File: src/rtl/md_ctrl_pkg.sv
// Shared constants for the multiply/divide sequencing controller:
// SPECIAL opcode, HI/LO funct codes, unit operation and HI/LO write encodings.
package md_ctrl_pkg;

  localparam logic [5:0] SPECIAL     = 6'b000000;

  localparam logic [5:0] FUNCT_MFHI  = 6'b010000;
  localparam logic [5:0] FUNCT_MTHI  = 6'b010001;
  localparam logic [5:0] FUNCT_MFLO  = 6'b010010;
  localparam logic [5:0] FUNCT_MTLO  = 6'b010011;
  localparam logic [5:0] FUNCT_MULT  = 6'b011000;
  localparam logic [5:0] FUNCT_MULTU = 6'b011001;
  localparam logic [5:0] FUNCT_DIV   = 6'b011010;
  localparam logic [5:0] FUNCT_DIVU  = 6'b011011;

  // Operation code driven to the unit; equals funct[1:0] of the START class.
  localparam logic [1:0] MD_MULT  = 2'b00;
  localparam logic [1:0] MD_MULTU = 2'b01;
  localparam logic [1:0] MD_DIV   = 2'b10;
  localparam logic [1:0] MD_DIVU  = 2'b11;

  localparam logic [1:0] HILOWR_NONE = 2'b00;
  localparam logic [1:0] HILOWR_HI   = 2'b01;
  localparam logic [1:0] HILOWR_LO   = 2'b10;

  typedef enum logic {
    ST_IDLE = 1'b0,
    ST_BUSY = 1'b1
  } md_state_t;

endpackage

File: src/rtl/md_decode.sv
// Combinational classifier for HI/LO-class instructions.
// op carries funct[1:0]: the unit operation for START, and bit 1 picks
// HI (0) versus LO (1) for the WRITE and READ classes.
module md_decode
  import md_ctrl_pkg::*;
(
  input  logic [31:0] instr,
  output logic        is_start,
  output logic        is_write,
  output logic        is_read,
  output logic [1:0]  op
);

  logic       special;
  logic [5:0] funct;
  // rs/rt/rd/shamt play no part in the classification
  logic       unused_fields;

  assign special       = (instr[31:26] == SPECIAL);
  assign funct         = instr[5:0];
  assign op            = funct[1:0];
  assign unused_fields = ^instr[25:6];

  // Classify by funct once the opcode is known to be SPECIAL
  always_comb begin
    is_start = 1'b0;
    is_write = 1'b0;
    is_read  = 1'b0;
    if (special) begin
      case (funct)
        FUNCT_MULT, FUNCT_MULTU, FUNCT_DIV, FUNCT_DIVU: is_start = 1'b1;
        FUNCT_MTHI, FUNCT_MTLO:                         is_write = 1'b1;
        FUNCT_MFHI, FUNCT_MFLO:                         is_read  = 1'b1;
        default: ;
      endcase
    end
  end

endmodule

File: src/rtl/md_ctrl.sv
// Multiply/divide sequencing controller for the E stage. Issues start and
// HI/LO write strobes, counts the unit's fixed latency, and stalls D for any
// HI/LO-class instruction that would collide with an operation in flight.
module md_ctrl
  import md_ctrl_pkg::*;
#(
  parameter int MULT_LAT = 5,
  parameter int DIV_LAT  = 10
) (
  input  logic        clk,
  input  logic        reset,
  input  logic [31:0] instr_D,
  input  logic [31:0] instr_E,
  input  logic        valid_E,
  input  logic        flush_E,
  input  logic [31:0] srcB_E,
  input  logic        md_stall_in,
  output logic        md_start,
  output logic [1:0]  md_op,
  output logic [1:0]  md_hilowr,
  output logic        busy,
  output logic        stall_D,
  output logic        md_done,
  output logic        div0
);

  localparam logic [3:0] MULT_CNT = 4'(MULT_LAT);
  localparam logic [3:0] DIV_CNT  = 4'(DIV_LAT);

  md_state_t  state;
  logic [3:0] cnt;
  logic       done_q;
  logic       div0_q;

  logic       e_start, e_write, e_read_unused;
  logic [1:0] e_op;
  logic       d_start, d_write, d_read;
  logic [1:0] d_op_unused;
  logic       issue_ok;

  md_decode u_dec_e (
    .instr    (instr_E),
    .is_start (e_start),
    .is_write (e_write),
    .is_read  (e_read_unused),
    .op       (e_op)
  );

  md_decode u_dec_d (
    .instr    (instr_D),
    .is_start (d_start),
    .is_write (d_write),
    .is_read  (d_read),
    .op       (d_op_unused)
  );

  // An out-of-sync busy flag from the unit blocks issue even while IDLE
  assign issue_ok  = valid_E & ~flush_E & (state == ST_IDLE) & ~md_stall_in;
  assign md_start  = issue_ok & e_start;
  assign md_op     = md_start ? e_op : MD_MULT;
  assign md_hilowr = (issue_ok & e_write) ? (e_op[1] ? HILOWR_LO : HILOWR_HI)
                                          : HILOWR_NONE;
  assign busy      = (state == ST_BUSY) | md_stall_in;
  // Stall already in the start cycle so a dependent HI/LO op never slips in
  assign stall_D   = (d_start | d_write | d_read) & (busy | md_start);
  assign md_done   = done_q;
  assign div0      = div0_q;

  // Latency sequencer; done_q is pre-computed so it is high in the cnt==1 cycle
  always_ff @(posedge clk or posedge reset) begin
    if (reset) begin
      state  <= ST_IDLE;
      cnt    <= 4'd0;
      done_q <= 1'b0;
      div0_q <= 1'b0;
    end else begin
      case (state)
        ST_IDLE: begin
          done_q <= 1'b0;
          if (md_start) begin
            state  <= ST_BUSY;
            div0_q <= e_op[1] & (srcB_E == 32'd0);
            if (e_op[1]) begin
              cnt    <= DIV_CNT;
              done_q <= (DIV_CNT == 4'd1);
            end else begin
              cnt    <= MULT_CNT;
              done_q <= (MULT_CNT == 4'd1);
            end
          end
        end
        ST_BUSY: begin
          if (cnt <= 4'd1) begin
            state  <= ST_IDLE;
            cnt    <= 4'd0;
            done_q <= 1'b0;
          end else begin
            cnt    <= cnt - 4'd1;
            done_q <= (cnt == 4'd2);
          end
        end
        default: begin
          state  <= ST_IDLE;
          cnt    <= 4'd0;
          done_q <= 1'b0;
        end
      endcase
    end
  end

endmodule

File: config.mk
export PLATFORM = sky130hd
export DESIGN_NAME = md_ctrl
export DESIGN_NICKNAME = d
export VERILOG_FILES = /design/src/rtl/md_ctrl_pkg.sv /design/src/rtl/md_decode.sv /design/src/rtl/md_ctrl.sv
export SDC_FILE = /design/constraint.sdc
export NUM_CORES = 1
export LEC_CHECK = 0
export BUFFER_PORTS_ARGS = -buffer_cell sky130_fd_sc_hd__buf_2
export CAP_MARGIN = 20
export CORE_ASPECT_RATIO = 1.25
export CORE_UTILIZATION = 26
export DETAILED_ROUTE_END_ITERATION = 10
export PLACE_DENSITY = 0.89
export SLEW_MARGIN = 0
export SYNTH_ARGS = -nofsm -noshare
export SYNTH_HDL_FRONTEND = slang
export SYNTH_SLANG_ARGS = --single-unit
File: constraint.sdc
create_clock -name clk -period 2.2 [get_ports clk]
set_input_delay 0.11 -clock clk [delete_from_list [all_inputs] [get_ports clk]]
set_output_delay 0.11 -clock clk [all_outputs]
set_load 0.005 [all_outputs]
==> impl_metrics.py, run 1 <==
metrics = {
    "worst_hold_path": {
        "hold_depth": 3,
        "min_to": "state",
        "worstHoldStart": "instr_E[3]",
        "hold_path.class": "in2reg",
    },
    "clocking": {
        "cts.clk_slew.worst_paths_ns": 0.05,
        "cts_tree": "done",
        "cts_buffer_depth": 2,
        "cts-resized-gates": 0,
        "cts.sinks": 7,
        "cts_setup_buffers": 0,
        "clock_latency_ns": 0.25,
        "htree_levels": 1,
        "cts-root-buf": "clkbuf_4",
        "cts_made_buffers": 3,
    },
    "critical_path": {
        "r2r_cells": 4,
        "arrival_ns": 1.86,
        "criticalPathCategory": "reg2out",
        "path_max_fanout": 5,
        "required_ns": 2.09,
        "timing.rr.end": "div0",
        "critPathCaptureType": "output port",
        "reg2reg_slack_ns": 0.42,
        "startpoint_type": "flop",
        "r2r_start": "state",
    },
    "global_routing": {
        "grt_max_degree": 10,
        "grtUsageTotal_pct": 16.33,
        "grt_overflow": 0,
        "grt_pass1_wl_um": 3008,
        "grt_pass1_vias": 767,
        "antenna_found_initial": 0,
    },
    "drt": {
        "routed_wirelength_um": 1951,
        "drt_iter0_markers": 21,
        "drc": 0,
        "route.detailed.wl_per_inst_um": 11.48,
        "ant_nets": 0,
        "via_per_inst": 4.865,
        "first_pass_iters": 4,
        "vias": 827,
    },
    "final_layout": {
        "fillers": 223,
        "instances_no_fill": 170,
        "nets": 244,
        "seq_area_um2": 175.2,
        "antenna_cells": 0,
        "drive_gt1_share_pct": 58.99,
        "multi_input_area_um2": 406.6,
        "area_delta_synth_final_pct": 67.28,
    },
    "synth": {
        "ys_warn_count": 0,
        "synth_area_leaders": "dfrtp_1 29%, nor4_1 7.2%, nor4_4 7.0%",
        "syn_area_um2": 608.1,
        "async_reset_ff_share_pct": 100.0,
        "synth_edf_count": 0,
        "yosysUniqueCellTypes": 31,
        "ys_seq_area_share_pct": 28.81,
        "ys_ff_latch": 7,
        "synth_top_area_share_pct": 28.81,
        "ys.flop_type": "dfrtp_1",
        "synth_nets": 171,
        "avgSynthCellArea_um2": 9.076,
        "yosysTopAreaCell": "dfrtp_1",
        "syn_inst": 67,
    },
    "floorplanning": {
        "start_util_pct": 27.50,
        "core_area_um2": 2211,
        "die_area_um2": 2537,
        "die_h_um": 56.07,
        "rows": 19,
        "die_x_um": 45.26,
        "ioPinCount": 110,
    },
    "timing": {
        "setup_tns_ns": 0,
        "rsz0062_at_grt": "false",
        "fin_crit_ns": 1.970,
        "finalHoldViolations": 0,
        "setup_viol": 0,
        "whs_ns": 0.1681,
        "fin_ws_ns": 0.2302,
        "max_freq_mhz": 507.7,
        "finalMaxSlewViolations": 0,
        "min_period_over_period_pct": 89.54,
        "clock_skew_ns": 0.001887,
        "worst_slew_pin_slew_ns": 0.6195,
        "max-slew-margin-rel_pct": 58.35,
    },
    "power_and_ir_drop": {
        "p_leak_nw": 0.5524,
        "p_per_area_nw_per_um2": 323.8,
        "irDropWorstVdd_mv": 0.1762,
        "total_power_mw": 0.3294,
    },
    "placement": {
        "dp_hpwl_um": 1705,
        "gp_congestion": 0.7192,
        "dpl_worst_slack_ns": 0.2917,
        "place_inst": 165,
        "numPortBuffers": 66,
    },
    "job": {
        "drv_cap": 0,
    },
    "status": {
        "outcome": "finished clean",
    },
}
routing by layer:
metal | up-vias | global-route usage (%) | share of wire [%]
li1 | 404 | - | -
met1 | 352 | 16.60 | 41
met2 | 71 | 27.12 | 41
met3 | 0 | 10.39 | 18
met4 | 0 | 3.896 | 0
met5 | - | 0 | 0
per-stage QoR:
step	instance area, µm²	utilization, %
3_5_place_dp	980.9	44.37
6_report	1017	46.01
5_1_grt	1017	46.01
3_3_place_gp	980.9	44.37
2_1_floorplan	608.1	-
4_1_cts	1017	46.01
cells in the mapped netlist, drive strengths merged (2+ instances only):
cell type	count
ha	3
o32a	2
nor4b	2
nor4	9
nand2	5
a31oi	2
dfrtp	7
nor2	7
and2	2
inv	4
or4	2
nor3	6
area by class of cell:
class | count | share of cell area, %
Inverter | 4 | 1.476
Multi-Input combinational cell | 55 | 39.98
Clock buffer | 4 | 2.583
Tap cell | 31 | 3.813
Timing Repair Buffer | 69 | 34.93
Sequential cell | 7 | 17.22
what timing repair did:
action / in CTS / in global routing
hold endpoints to repair: 7 / 0
hold buffers: 1 / 0
setup endpoints to repair: 0 / 3
cells by family (layout without fill, tap and decap cells):
| group | Yosys count | after routing | synth area share [%] |
|---|---|---|---|
| simple gates | 43 | 43 | 48.36 |
| compound gates | 7 | 7 | 9.053 |
| flops | 7 | 7 | 28.81 |
| buf+inv | 5 | 77 | 4.320 |
| fa+ha+maj | 3 | 3 | 6.173 |
| xor+xnor | 1 | 1 | 1.441 |
| mux | 1 | 1 | 1.852 |
flip-flops by register name (all words and copies together) (netlist names):
| register | flops |
|---|---|
| div0 | 1 |
| cnt | 4 |
| md_done | 1 |
| state | 1 |
power by group:
| part | switching (mW) | internal [mW] | total (mW) |
|---|---|---|---|
| clock | 0.0481 | 0.0693 | 0.117 |
| combinational | 0.0306 | 0.0490 | 0.0795 |
| sequential | 0.00217 | 0.130 | 0.133 |
worst max-delay path, stage by stage, from the launching register on:
cell and delay (ns):
dfrtp_1 0.40, or4_4 0.58, nor4_4 0.26, and4b_2 0.27
buf_2 0.11
how the worst max path moves through the flow:
stage | startpoint | to | slack, ns | depth (start not counted)
global placement | state | div0 | 0.31 | 4
global route | state | md_hilowr[1] | 0.12 | 4
detailed placement | state | div0 | 0.29 | 4
finish | state | md_hilowr[1] | 0.23 | 4
floorplan | state | div0 | 0.28 | 5
CTS | state | md_hilowr[1] | 0.08 | 4
cells in the final DEF (no fill, tap or decap), types with 2 or more instances in the layout:
| cell | instances |
|---|---|
| dfrtp_1 | 7 |
| inv_1 | 4 |
| o32a_2 | 2 |
| buf_4 | 2 |
| a31oi_1 | 2 |
| buf_2 | 66 |
| clkbuf_4 | 3 |
| nand2_1 | 4 |
| nor4_1 | 7 |
| ha_1 | 3 |
| nor3_1 | 6 |
| nor4_4 | 2 |
| and2_1 | 2 |
| nor2_1 | 7 |
| nor4b_1 | 2 |
Power figures use the tool's default switching activity.
==> inputs of run 2 (changes only) <==
--- a/config.mk
+++ b/config.mk
@@ -7,11 +7,12 @@
 export LEC_CHECK = 0
 export BUFFER_PORTS_ARGS = -buffer_cell sky130_fd_sc_hd__buf_2
 export CAP_MARGIN = 20
-export CORE_ASPECT_RATIO = 1.25
-export CORE_UTILIZATION = 26
+export CORE_ASPECT_RATIO = 0.9
+export CORE_UTILIZATION = 27
 export DETAILED_ROUTE_END_ITERATION = 10
-export PLACE_DENSITY = 0.89
+export PLACE_DENSITY = 0.88
 export SLEW_MARGIN = 0
 export SYNTH_ARGS = -nofsm -noshare
 export SYNTH_HDL_FRONTEND = slang
+export SYNTH_HIERARCHICAL = 1
 export SYNTH_SLANG_ARGS = --single-unit
==> run 2 against run 1 <==
Compared with the run above: combinational power down 2.6%; via count up 4.2%; power down 2.8%; area after synthesis up 3.1%; largest power group unchanged; wire length down 8.1%; die area down 0.74%; highest routed layer is now met4; sequential power about the same; synthesized cell count up 9.0%; critical path depth up 3; sequential cell count unchanged.
==> impl_metrics.py, run 2 <==
metrics = {
    "clocking": {
        "htree_levels": 1,
        "cts_buffer_depth": 2,
        "cts.sinks": 7,
        "cts-root-buf": "clkbuf_4",
        "clock_latency_ns": 0.25,
        "cts_setup_buffers": 0,
        "cts.clk_slew.worst_paths_ns": 0.06,
        "cts_made_buffers": 3,
        "cts_tree": "done",
    },
    "critical_path": {
        "criticalPathCategory": "in2out",
        "required_ns": 2.09,
        "arrival_ns": 1.79,
        "critPathCaptureType": "output port",
        "startpoint_type": "input pin",
        "path_max_fanout": 4,
    },
    "timing": {
        "rsz0062_at_grt": "false",
        "worst_slew_pin_slew_ns": 0.5422,
        "min_period_over_period_pct": 86.46,
        "whs_ns": 0.1324,
        "clock_skew_ns": 0.007136,
        "fin_crit_ns": 1.902,
        "max-slew-margin-rel_pct": 63.54,
        "setup_tns_ns": 0,
        "setup_viol": 0,
        "finalHoldViolations": 0,
        "max_freq_mhz": 525.7,
        "finalMaxSlewViolations": 0,
    },
    "synth": {
        "avgSynthCellArea_um2": 8.587,
        "synth_nets": 177,
        "syn_inst": 73,
        "syn_area_um2": 626.9,
        "ys_warn_count": 6,
    },
    "power_and_ir_drop": {
        "p_per_area_nw_per_um2": 310.4,
        "irDropWorstVdd_mv": 0.2224,
        "p_leak_nw": 0.5440,
        "total_power_mw": 0.3200,
    },
    "floorplanning": {
        "ioPinCount": 110,
        "rows": 16,
        "die_x_um": 52.79,
        "start_util_pct": 28.73,
        "die_area_um2": 2519,
        "die_h_um": 47.71,
        "core_area_um2": 2182,
    },
    "drt": {
        "route.detailed.wl_per_inst_um": 10.42,
        "routed_wirelength_um": 1793,
        "drt_iter0_markers": 7,
        "drc": 0,
        "via_per_inst": 5.012,
        "vias": 862,
        "first_pass_iters": 4,
        "ant_nets": 0,
    },
    "global_routing": {
        "grt_pass1_wl_um": 2642,
        "grt_pass1_vias": 645,
        "grtUsageTotal_pct": 14.86,
        "grt_max_degree": 8,
        "antenna_found_initial": 0,
        "grt_overflow": 0,
    },
    "worst_hold_path": {
        "hold_path.class": "in2reg",
    },
    "placement": {
        "gp_congestion": 0.7148,
        "numPortBuffers": 68,
        "placed_cell_area_um2": 993.5,
        "dp_hpwl_um": 1623,
    },
    "final_layout": {
        "final_area_um2": 1031,
        "final_common_cell": "buf_2",
        "antenna_cells": 0,
        "final_cell_mix": "68 x buf_2, 12 x nor4_1, 7 x dfrtp_1",
        "post-route-util_pct": 47.25,
        "area_delta_synth_final_pct": 64.47,
        "nets": 250,
        "top_register": "cnt",
        "largest_reg_flops": 4,
        "drive_gt1_share_pct": 59.31,
    },
    "job": {
        "drv_cap": 0,
    },
    "status": {
        "outcome": "finished clean",
    },
}
## run 2: metal layers
metal | vias up | wire [µm] | share of wire, % | track usage [%]
met2 | 38 | 971 | 54 | 26.58
met4 | 0 | 2 | 0.11 | 6.316
met5 | - | 0 | 0 | 0
li1 | 421 | - | - | -
met3 | 2 | 112 | 6.2 | 4.127
met1 | 401 | 705 | 39 | 16.92
## run 2: worst paths after layout
| kind | startpoint | to | slack (ns) | cells after the start |
|---|---|---|---|---|
| min in group asynchronous | reset | div0 | 0.33 | 3 |
| worst min-delay path | srcB_E[12] | div0 | 0.13 | 4 |
| worst max register to register | cnt[0] | cnt[1] | 0.64 | 5 |
| worst max-delay path | instr_E[27] | md_op[1] | 0.30 | 7 |
| max in group asynchronous | reset | cnt[2] | 1.65 | 3 |
| worst min register to register | div0 | div0 | 0.51 | 2 |
## run 2: worst max-delay path, cell delays in order
cell and delay (ns):
buf_2 0.10, or4_4 0.52, nor4_1 0.48, nand3_2 0.20, buf_4 0.20, nor2_1 0.08, buf_2 0.11
## run 2: what timing repair did
| item | in CTS | in global routing |
|---|---|---|
| gates resized for setup | 0 | 0 |
| endpoints found under the hold margin | 7 | 0 |
| hold buffers | 1 | 0 |
## run 2: cell type report
| cell class | instances | area, µm² |
|---|---|---|
| clock buffer | 3 | 22.52 |
| inverter | 7 | 27.53 |
| sequential | 7 | 175.2 |
| fill | 230 | 1151 |
| tap | 27 | 33.78 |
| timing repair buffer | 70 | 357.8 |
| multi-input combinational | 57 | 409.1 |
| clock inverter | 1 | 5.005 |
## run 2: where the power goes
group	switching (mW)	total [mW]	internal, mW
sequential	0.000404	0.130	0.129
clock	0.0467	0.113	0.0663
combinational	0.0290	0.0774	0.0485
## run 2: metrics by stage
step                      setup slack (ns)  cells
after floorplan                     0.5196     73
after global placement              0.3194    167
after detailed placement            0.2194    167
after CTS                           0.3099    172
after global routing                0.1956    172
final                               0.2978    172
